[config.mk]
export PLATFORM = sky130hd
export DESIGN_NAME = order_issuer_flat
export DESIGN_NICKNAME = d
export VERILOG_FILES = /design/src/rtl/order_issuer_pkg.sv /design/src/rtl/order_issuer_if.sv /design/src/rtl/order_issuer_edge_detect.sv /design/src/rtl/order_issuer.sv /design/src/flat_wrapper.sv
export SDC_FILE = /design/constraint.sdc
export NUM_CORES = 1
export LEC_CHECK = 0
export CORE_ASPECT_RATIO = 1.1
export CORE_UTILIZATION = 56
export DETAILED_ROUTE_END_ITERATION = 16
export GPL_TIMING_DRIVEN = 0
export HOLD_SLACK_MARGIN = 0.06
export PLACE_DENSITY_LB_ADDON = 0.15
export RECOVER_POWER = 100
export SLEW_MARGIN = 40
export SYNTH_ARGS = -nofsm -noshare
export SYNTH_HDL_FRONTEND = slang
export SYNTH_SLANG_ARGS = --single-unit
[constraint.sdc]
create_clock -name clk -period 3.8 [get_ports clk]
set_input_delay 0.76 -clock clk [delete_from_list [all_inputs] [get_ports clk]]
set_output_delay 0.76 -clock clk [all_outputs]
set_load 0.005 [all_outputs]
[src/rtl/order_issuer_pkg.sv]
// Shared types for the order-issue path: FSM states, side encoding and the order payload.
package trade_pkg;

    typedef enum logic [1:0] {
        IDLE     = 2'd0,
        ISSUE    = 2'd1,
        COOLDOWN = 2'd2
    } order_state_t;

    localparam logic SIDE_BUY  = 1'b0;
    localparam logic SIDE_SELL = 1'b1;

    typedef struct packed {
        logic       side;
        logic [7:0] price;
        logic [7:0] qty;
    } order_t;

    // Sign-extend a 16-bit position so limit arithmetic cannot overflow.
    function automatic logic signed [16:0] sext17(input logic [15:0] v);
        return $signed({v[15], v});
    endfunction

endpackage

[src/rtl/order_issuer_if.sv]
// Valid/ready order port between the order issuer and the downstream exchange logic.
interface order_if;
    logic       order_valid;
    logic       order_ready;
    logic       order_side;
    logic [7:0] order_price;
    logic [7:0] order_qty;

    modport master (
        output order_valid,
        output order_side,
        output order_price,
        output order_qty,
        input  order_ready
    );

    modport slave (
        input  order_valid,
        input  order_side,
        input  order_price,
        input  order_qty,
        output order_ready
    );
endinterface

[src/rtl/order_issuer_edge_detect.sv]
// Rising-edge detector for a level signal; the delayed copy clears on asynchronous active-low reset.
module edge_detect (
    input  logic clk,
    input  logic rst,
    input  logic sig,
    output logic rise
);

    logic sig_q;

    always_ff @(posedge clk or negedge rst) begin
        if (!rst) begin
            sig_q <= 1'b0;
        end else begin
            sig_q <= sig;
        end
    end

    assign rise = sig & ~sig_q;

endmodule

[src/rtl/order_issuer.sv]
// Turns level buy/sell indications into single valid/ready orders, enforcing a
// symmetric position limit and a post-order cooldown, and counting dropped events.
module order_issuer
    import trade_pkg::*;
#(
    parameter logic        [7:0]  QTY             = 8'd1,
    parameter logic signed [15:0] MAX_POS         = 16'sd100,
    parameter logic        [7:0]  COOLDOWN_CYCLES = 8'd16
) (
    input  logic               clk,
    input  logic               rst,
    input  logic               buy_signal,
    input  logic               sell_signal,
    input  logic [7:0]         current_data,
    order_if.master            ord,
    output logic signed [15:0] position,
    output logic [7:0]         drop_count,
    output logic               busy
);

    order_state_t       state_reg, state_next;
    logic [7:0]         cnt_reg, cnt_next;
    logic               side_reg, side_next;
    logic [7:0]         price_reg, price_next;
    logic signed [15:0] position_reg, position_next;
    logic [7:0]         drop_count_reg, drop_count_next;
    logic               drop_evt;

    logic [1:0] lvl;
    logic [1:0] evt;
    logic       buy_evt;
    logic       sell_evt;

    assign lvl = {sell_signal, buy_signal};

    genvar gi;
    generate
        for (gi = 0; gi < 2; gi++) begin : g_edge
            edge_detect u_edge (
                .clk  (clk),
                .rst  (rst),
                .sig  (lvl[gi]),
                .rise (evt[gi])
            );
        end
    endgenerate

    assign buy_evt  = evt[0];
    assign sell_evt = evt[1];

    // Limit check in 17 bits so position +/- QTY is exact at the boundary.
    logic signed [16:0] pos_ext;
    logic signed [16:0] qty_ext;
    logic signed [16:0] max_ext;
    logic signed [15:0] qty16;
    logic               buy_ok;
    logic               sell_ok;

    assign pos_ext = sext17(position_reg);
    assign qty_ext = $signed({9'd0, QTY});
    assign max_ext = sext17(MAX_POS);
    assign qty16   = $signed({8'd0, QTY});
    assign buy_ok  = (pos_ext + qty_ext) <= max_ext;
    assign sell_ok = (pos_ext - qty_ext) >= -max_ext;

    always_ff @(posedge clk or negedge rst) begin
        if (!rst) begin
            state_reg      <= IDLE;
            cnt_reg        <= 8'd0;
            side_reg       <= SIDE_BUY;
            price_reg      <= 8'd0;
            position_reg   <= 16'sd0;
            drop_count_reg <= 8'd0;
        end else begin
            state_reg      <= state_next;
            cnt_reg        <= cnt_next;
            side_reg       <= side_next;
            price_reg      <= price_next;
            position_reg   <= position_next;
            drop_count_reg <= drop_count_next;
        end
    end

    always_comb begin
        state_next    = state_reg;
        cnt_next      = cnt_reg;
        side_next     = side_reg;
        price_next    = price_reg;
        position_next = position_reg;
        drop_evt      = 1'b0;

        case (state_reg)
            IDLE: begin
                if (buy_evt && sell_evt) begin
                    drop_evt = 1'b1;
                end else if (buy_evt) begin
                    if (buy_ok) begin
                        side_next  = SIDE_BUY;
                        price_next = current_data;
                        state_next = ISSUE;
                    end else begin
                        drop_evt = 1'b1;
                    end
                end else if (sell_evt) begin
                    if (sell_ok) begin
                        side_next  = SIDE_SELL;
                        price_next = current_data;
                        state_next = ISSUE;
                    end else begin
                        drop_evt = 1'b1;
                    end
                end
            end

            ISSUE: begin
                drop_evt = buy_evt | sell_evt;
                // order_valid is high throughout ISSUE, so ready alone completes the handshake.
                if (ord.order_ready) begin
                    position_next = (side_reg == SIDE_BUY) ? position_reg + qty16
                                                           : position_reg - qty16;
                    if (COOLDOWN_CYCLES == 8'd0) begin
                        state_next = IDLE;
                    end else begin
                        state_next = COOLDOWN;
                        cnt_next   = COOLDOWN_CYCLES;
                    end
                end
            end

            COOLDOWN: begin
                drop_evt = buy_evt | sell_evt;
                if (cnt_reg <= 8'd1) begin
                    state_next = IDLE;
                    cnt_next   = 8'd0;
                end else begin
                    cnt_next = cnt_reg - 8'd1;
                end
            end

            default: begin
                state_next = IDLE;
                cnt_next   = 8'd0;
            end
        endcase

        if (drop_evt && (drop_count_reg != 8'hFF)) begin
            drop_count_next = drop_count_reg + 8'd1;
        end else begin
            drop_count_next = drop_count_reg;
        end
    end

    order_t cur_order;

    always_comb begin
        cur_order       = '{side: side_reg, price: price_reg, qty: QTY};
        ord.order_valid = (state_reg == ISSUE);
        ord.order_side  = cur_order.side;
        ord.order_price = cur_order.price;
        ord.order_qty   = cur_order.qty;
        busy            = (state_reg != IDLE);
        position        = position_reg;
        drop_count      = drop_count_reg;
    end

endmodule

[src/flat_wrapper.sv]
// flat-port wrapper written by rule: the top's interface ports become plain ports
module order_issuer_flat import trade_pkg::*;
#(
    parameter logic        [7:0]  QTY             = 8'd1,
    parameter logic signed [15:0] MAX_POS         = 16'sd100,
    parameter logic        [7:0]  COOLDOWN_CYCLES = 8'd16
)
  (clk, rst, buy_signal, sell_signal, current_data, position, drop_count, busy, ord_order_valid, ord_order_side, ord_order_price, ord_order_qty, ord_order_ready);
  order_if ord_i ();
  input  logic clk;
  input  logic rst;
  input  logic buy_signal;
  input  logic sell_signal;
  input  logic [7:0] current_data;
  output logic signed [15:0] position;
  output logic [7:0] drop_count;
  output logic busy;
  output wire logic [$bits(ord_i.order_valid)-1:0] ord_order_valid;
  output wire logic [$bits(ord_i.order_side)-1:0] ord_order_side;
  output wire logic [$bits(ord_i.order_price)-1:0] ord_order_price;
  output wire logic [$bits(ord_i.order_qty)-1:0] ord_order_qty;
  input wire logic [$bits(ord_i.order_ready)-1:0] ord_order_ready;
  assign ord_order_valid = ord_i.order_valid;
  assign ord_order_side = ord_i.order_side;
  assign ord_order_price = ord_i.order_price;
  assign ord_order_qty = ord_i.order_qty;
  assign ord_i.order_ready = ord_order_ready;
  order_issuer #(.QTY(QTY), .MAX_POS(MAX_POS), .COOLDOWN_CYCLES(COOLDOWN_CYCLES)) u_core (.clk(clk), .rst(rst), .buy_signal(buy_signal), .sell_signal(sell_signal), .current_data(current_data), .ord(ord_i), .position(position), .drop_count(drop_count), .busy(busy));
endmodule
==> impl_results.md <==
* Outcome: finished, violations left
* Violations in the final reports: max-capacitance violations, max-slew violations
* Die area at 5440 sq um
* Port Buffer Count at 47
* Setup Buffers After CTS at 0
* Number of buffers created by CTS at 5
* GRT met1 Usage at 30.3%
* H-tree Lvls at 2
* IR drop worst, VDD at 611 uV
* Final GP Congestion at 0.831
* Clock Sink Count at 45
* Reported max-cap violation count at 1
* Mean cell area of the mapped netlist at 9.87 sq um
* Top-area cell type share of the netlist area at 39.1%
* Number of inserted filler cells in the final layout at 407
* Final count of pins violating max slew at 39
* Synth Cell Area at 2880 sq um
* Starting Density at 58.0%
* Signal arrival time at the worst endpoint at 3.20 ns
* Area added between synthesis and finish at 22.3%
* Post-cts repair resize count at 0
* Share of synthesized flip-flops with an asynchronous set or reset at 100%
* Aggregate routed wire length at 6080 um
* ANT nets after route at 0
* Multiplexer fraction of the synthesized cell area at 6.08%
* Final-report hold violation count at 0
* Drt initial violations at 110
* Via count of the first global-routing pass at 2331
* CTS root buffer: sky130_fd_sc_hd__clkbuf_8
* Total via count after detailed routing at 2397
* Endpoint of the worst register-to-register path: u_core.position[11]$_DFFE_PN0P_
* Worst-case clock buffer depth at 2
* RSZ-0062 raised after global routing: no
* Cell count after synthesis at 292
* Clock slew at the register clock pins of the worst setup and hold paths at 0.09 ns
* Clock period minus worst slack at 3.02 ns
* Total number of yosys warnings at 0
* Post-detailed-placement half-perimeter wirelength at 4510 um
* Path class of the lowest-slack min-delay path: input pin to async pin
* Minimum setup slack among reg-to-reg paths at 0.89 ns
* Post-route clock period utilization at 79.5%
* Endpoint class of the critical path: register
* Sequential share of the synthesized area at 39.1%
* Hold-fix buffers at CTS at 0
* Largest net degree at the start of global routing at 39
* Final setup skew at 0.0105 ns
* Max reg flops at 16
* #FFs+latches synth at 45
* Final number of setup-violating endpoints at 0
* Worst reg2reg path startpoint: u_core.ord.order_side$_DFFE_PN0P_
* Global-route wire length before repair at 10600 um
* Die X at 70.4 um
* Dpl cell area at 3470 sq um
* Largest family of logic cells by synthesized area: compound AO/OA/AOI/OAI gates
* Place WS at 0.851 ns
* Nets at 388
* Layout cell share with drive strength beyond 1 at 7.34%
* Cell taking the most area after synthesis: sky130_fd_sc_hd__dfrtp_1
* Count of unique library cells instantiated by Yosys at 54
* Commonest cells in the netlist: sky130_fd_sc_hd__dfrtp_1 (45), sky130_fd_sc_hd__nand2_1 (27), sky130_fd_sc_hd__o21ai_0 (22), sky130_fd_sc_hd__ha_1 (21), sky130_fd_sc_hd__inv_1 (15)
* Synth Area in Compound Gates at 18.8%
* Synth Area in Simple Gates at 15.6%
* Max FO, Critical Path at 7
* Ratio of routed vias to standard cells at 5.82
* Top cells by area in the synthesized netlist: sky130_fd_sc_hd__dfrtp_1 (39%), sky130_fd_sc_hd__ha_1 (9.1%), sky130_fd_sc_hd__mux2_4 (4.2%)
* Most instantiated library cell after synthesis: sky130_fd_sc_hd__dfrtp_1
* Number of flops mapped to enable cells by yosys at 0
* Data required time of the critical path at 3.98 ns
* Grt peak-use layer: met2
* Core region area at 4970 sq um
* Residual overflow from global routing at 0
* Max-slew headroom at the worst pin at -29.2%
* Xor/xnor share of the synthesized area at 5.47%
* Clock tree from TritonCTS: done
* Hold slack final at 0.348 ns
* Setup_tns at 0 ns
* Setup slack after layout at 0.780 ns
* Leakage power summed over all cells at 1.62 nW
* Drt first pass iters at 4
* Met3 Track Usage GR at 4.34%
* Wire length per cell after detailed routing at 14.8 um
* Global routing met2 resource utilization at 41.5%
* Initial antenna violation count at 0
* Upper clock frequency limit at 331 MHz
* R2R cell count at 6
* GR Util All Layers at 24.1%
* Std cell rows at 27
* Launch point of the critical path: buy_signal
* Final std cell area, no fill at 3530 sq um
* Clock network latency to the later pin of the worst-skew pair at 0.30 ns
* Height of the die at 77.3 um
* Power density of the placed cells at 907 nW/um^2
* Count of pins on the block boundary at 56
* Slew at the pin with the worst max-slew slack at 1.94 ns
* Inserted Diodes at 0
* Startpoint type of the worst setup path: input pin
* Post-route DRC violation count at 0
* Adder-cell share of the synthesized area at 9.81%
* Synth Flop Type: sky130_fd_sc_hd__dfrtp_1
* Category of the most critical setup path: input pin to register
-- power breakdown --
group	internal (W)	switching, W	total (W)
logic	0.000915	0.000931	0.00185
registers	0.000671	0.000256	0.000927
clock network	0.000261	0.000162	0.000423
total	0.00185	0.00135	0.00320
-- kinds of logic after synthesis --
| family | Yosys count |
|---|---|
| and+or+nand+nor | 85 |
| AOI/OAI and AO/OA | 79 |
| DFF | 45 |
| buffers and inverters | 28 |
| adders and majority gates | 22 |
| xor gates and xnor gates | 18 |
| muxes | 13 |
| other | 2 |
-- per-stage QoR --
stage	cells	utilization [%]	power (W)
floorplan	298	-	0.00223
detailed placement	404	69.8	0.00290
global route	412	71.0	0.00348
global placement	403	69.4	0.00284
finish	412	71.0	0.00320
CTS	412	72.5	0.00334
-- placed cells by master, fill, tap and decap left out, types with 5 or more instances in the layout --
master / n
sky130_fd_sc_hd__nand2_1: 27
sky130_fd_sc_hd__clkbuf_1: 7
sky130_fd_sc_hd__dfrtp_1: 45
sky130_fd_sc_hd__nand4_1: 6
sky130_fd_sc_hd__xor2_1: 5
sky130_fd_sc_hd__xnor2_1: 13
sky130_fd_sc_hd__and3_1: 8
sky130_fd_sc_hd__nand3_1: 6
sky130_fd_sc_hd__a211oi_1: 5
sky130_fd_sc_hd__clkbuf_8: 5
sky130_fd_sc_hd__ha_1: 21
sky130_fd_sc_hd__dlygate4sd3_1: 38
sky130_fd_sc_hd__nor2_1: 14
sky130_fd_sc_hd__buf_4: 8
sky130_fd_sc_hd__mux2_1: 10
sky130_fd_sc_hd__inv_1: 15
sky130_fd_sc_hd__a21o_1: 6
sky130_fd_sc_hd__a21oi_1: 11
sky130_fd_sc_hd__conb_1: 8
sky130_fd_sc_hd__o31ai_1: 7
sky130_fd_sc_hd__clkdlybuf4s50_1: 8
sky130_fd_sc_hd__o21ai_0: 25
-- layer usage --
layer / share of wire [%] / wire length (um) / up-vias
met5: 0 / 0 / -
li1: - / - / 1168
met2: 50 / 3070 / 83
met4: 1.1 / 64 / 0
met3: 6.2 / 377 / 5
met1: 42 / 2570 / 1141
-- area by class of cell --
cell class / count / area [sq um] / share of cell area, %
Buffer: 13 / 78.8 / 2.24
Clock buffer: 5 / 68.8 / 1.95
Clock inverter: 3 / 65.1 / 1.85
Inverter: 15 / 56.3 / 1.60
Multi-Input combinational cell: 225 / 1590 / 45.1
Sequential cell: 45 / 1130 / 31.9
Tap cell: 58 / 72.6 / 2.06
Timing Repair Buffer: 48 / 468 / 13.3
-- how the worst max path moves through the flow --
stage          cells past startpoint  slack, ns                               end
2_1_floorplan                      6       1.42   u_core.position[11]$_DFFE_PN0P_
3_3_place_gp                       1       0.77    u_core.position[4]$_DFFE_PN0P_
3_5_place_dp                       6       0.85  u_core.drop_count[1]$_DFFE_PN0P_
4_1_cts                            6       0.96   u_core.position[11]$_DFFE_PN0P_
5_1_grt                            6       0.65  u_core.drop_count[1]$_DFFE_PN0P_
6_report                           6       0.78  u_core.drop_count[1]$_DFFE_PN0P_
-- critical path, cell delays in order --
cell	delay [ns]
sky130_fd_sc_hd__dlygate4sd3_1	0.54
sky130_fd_sc_hd__or2b_2	0.33
sky130_fd_sc_hd__and2_1	0.17
sky130_fd_sc_hd__a41o_2	0.27
sky130_fd_sc_hd__a211oi_1	0.74
sky130_fd_sc_hd__mux2_1	0.39
Note: power is estimated with default switching activity, not from simulation.
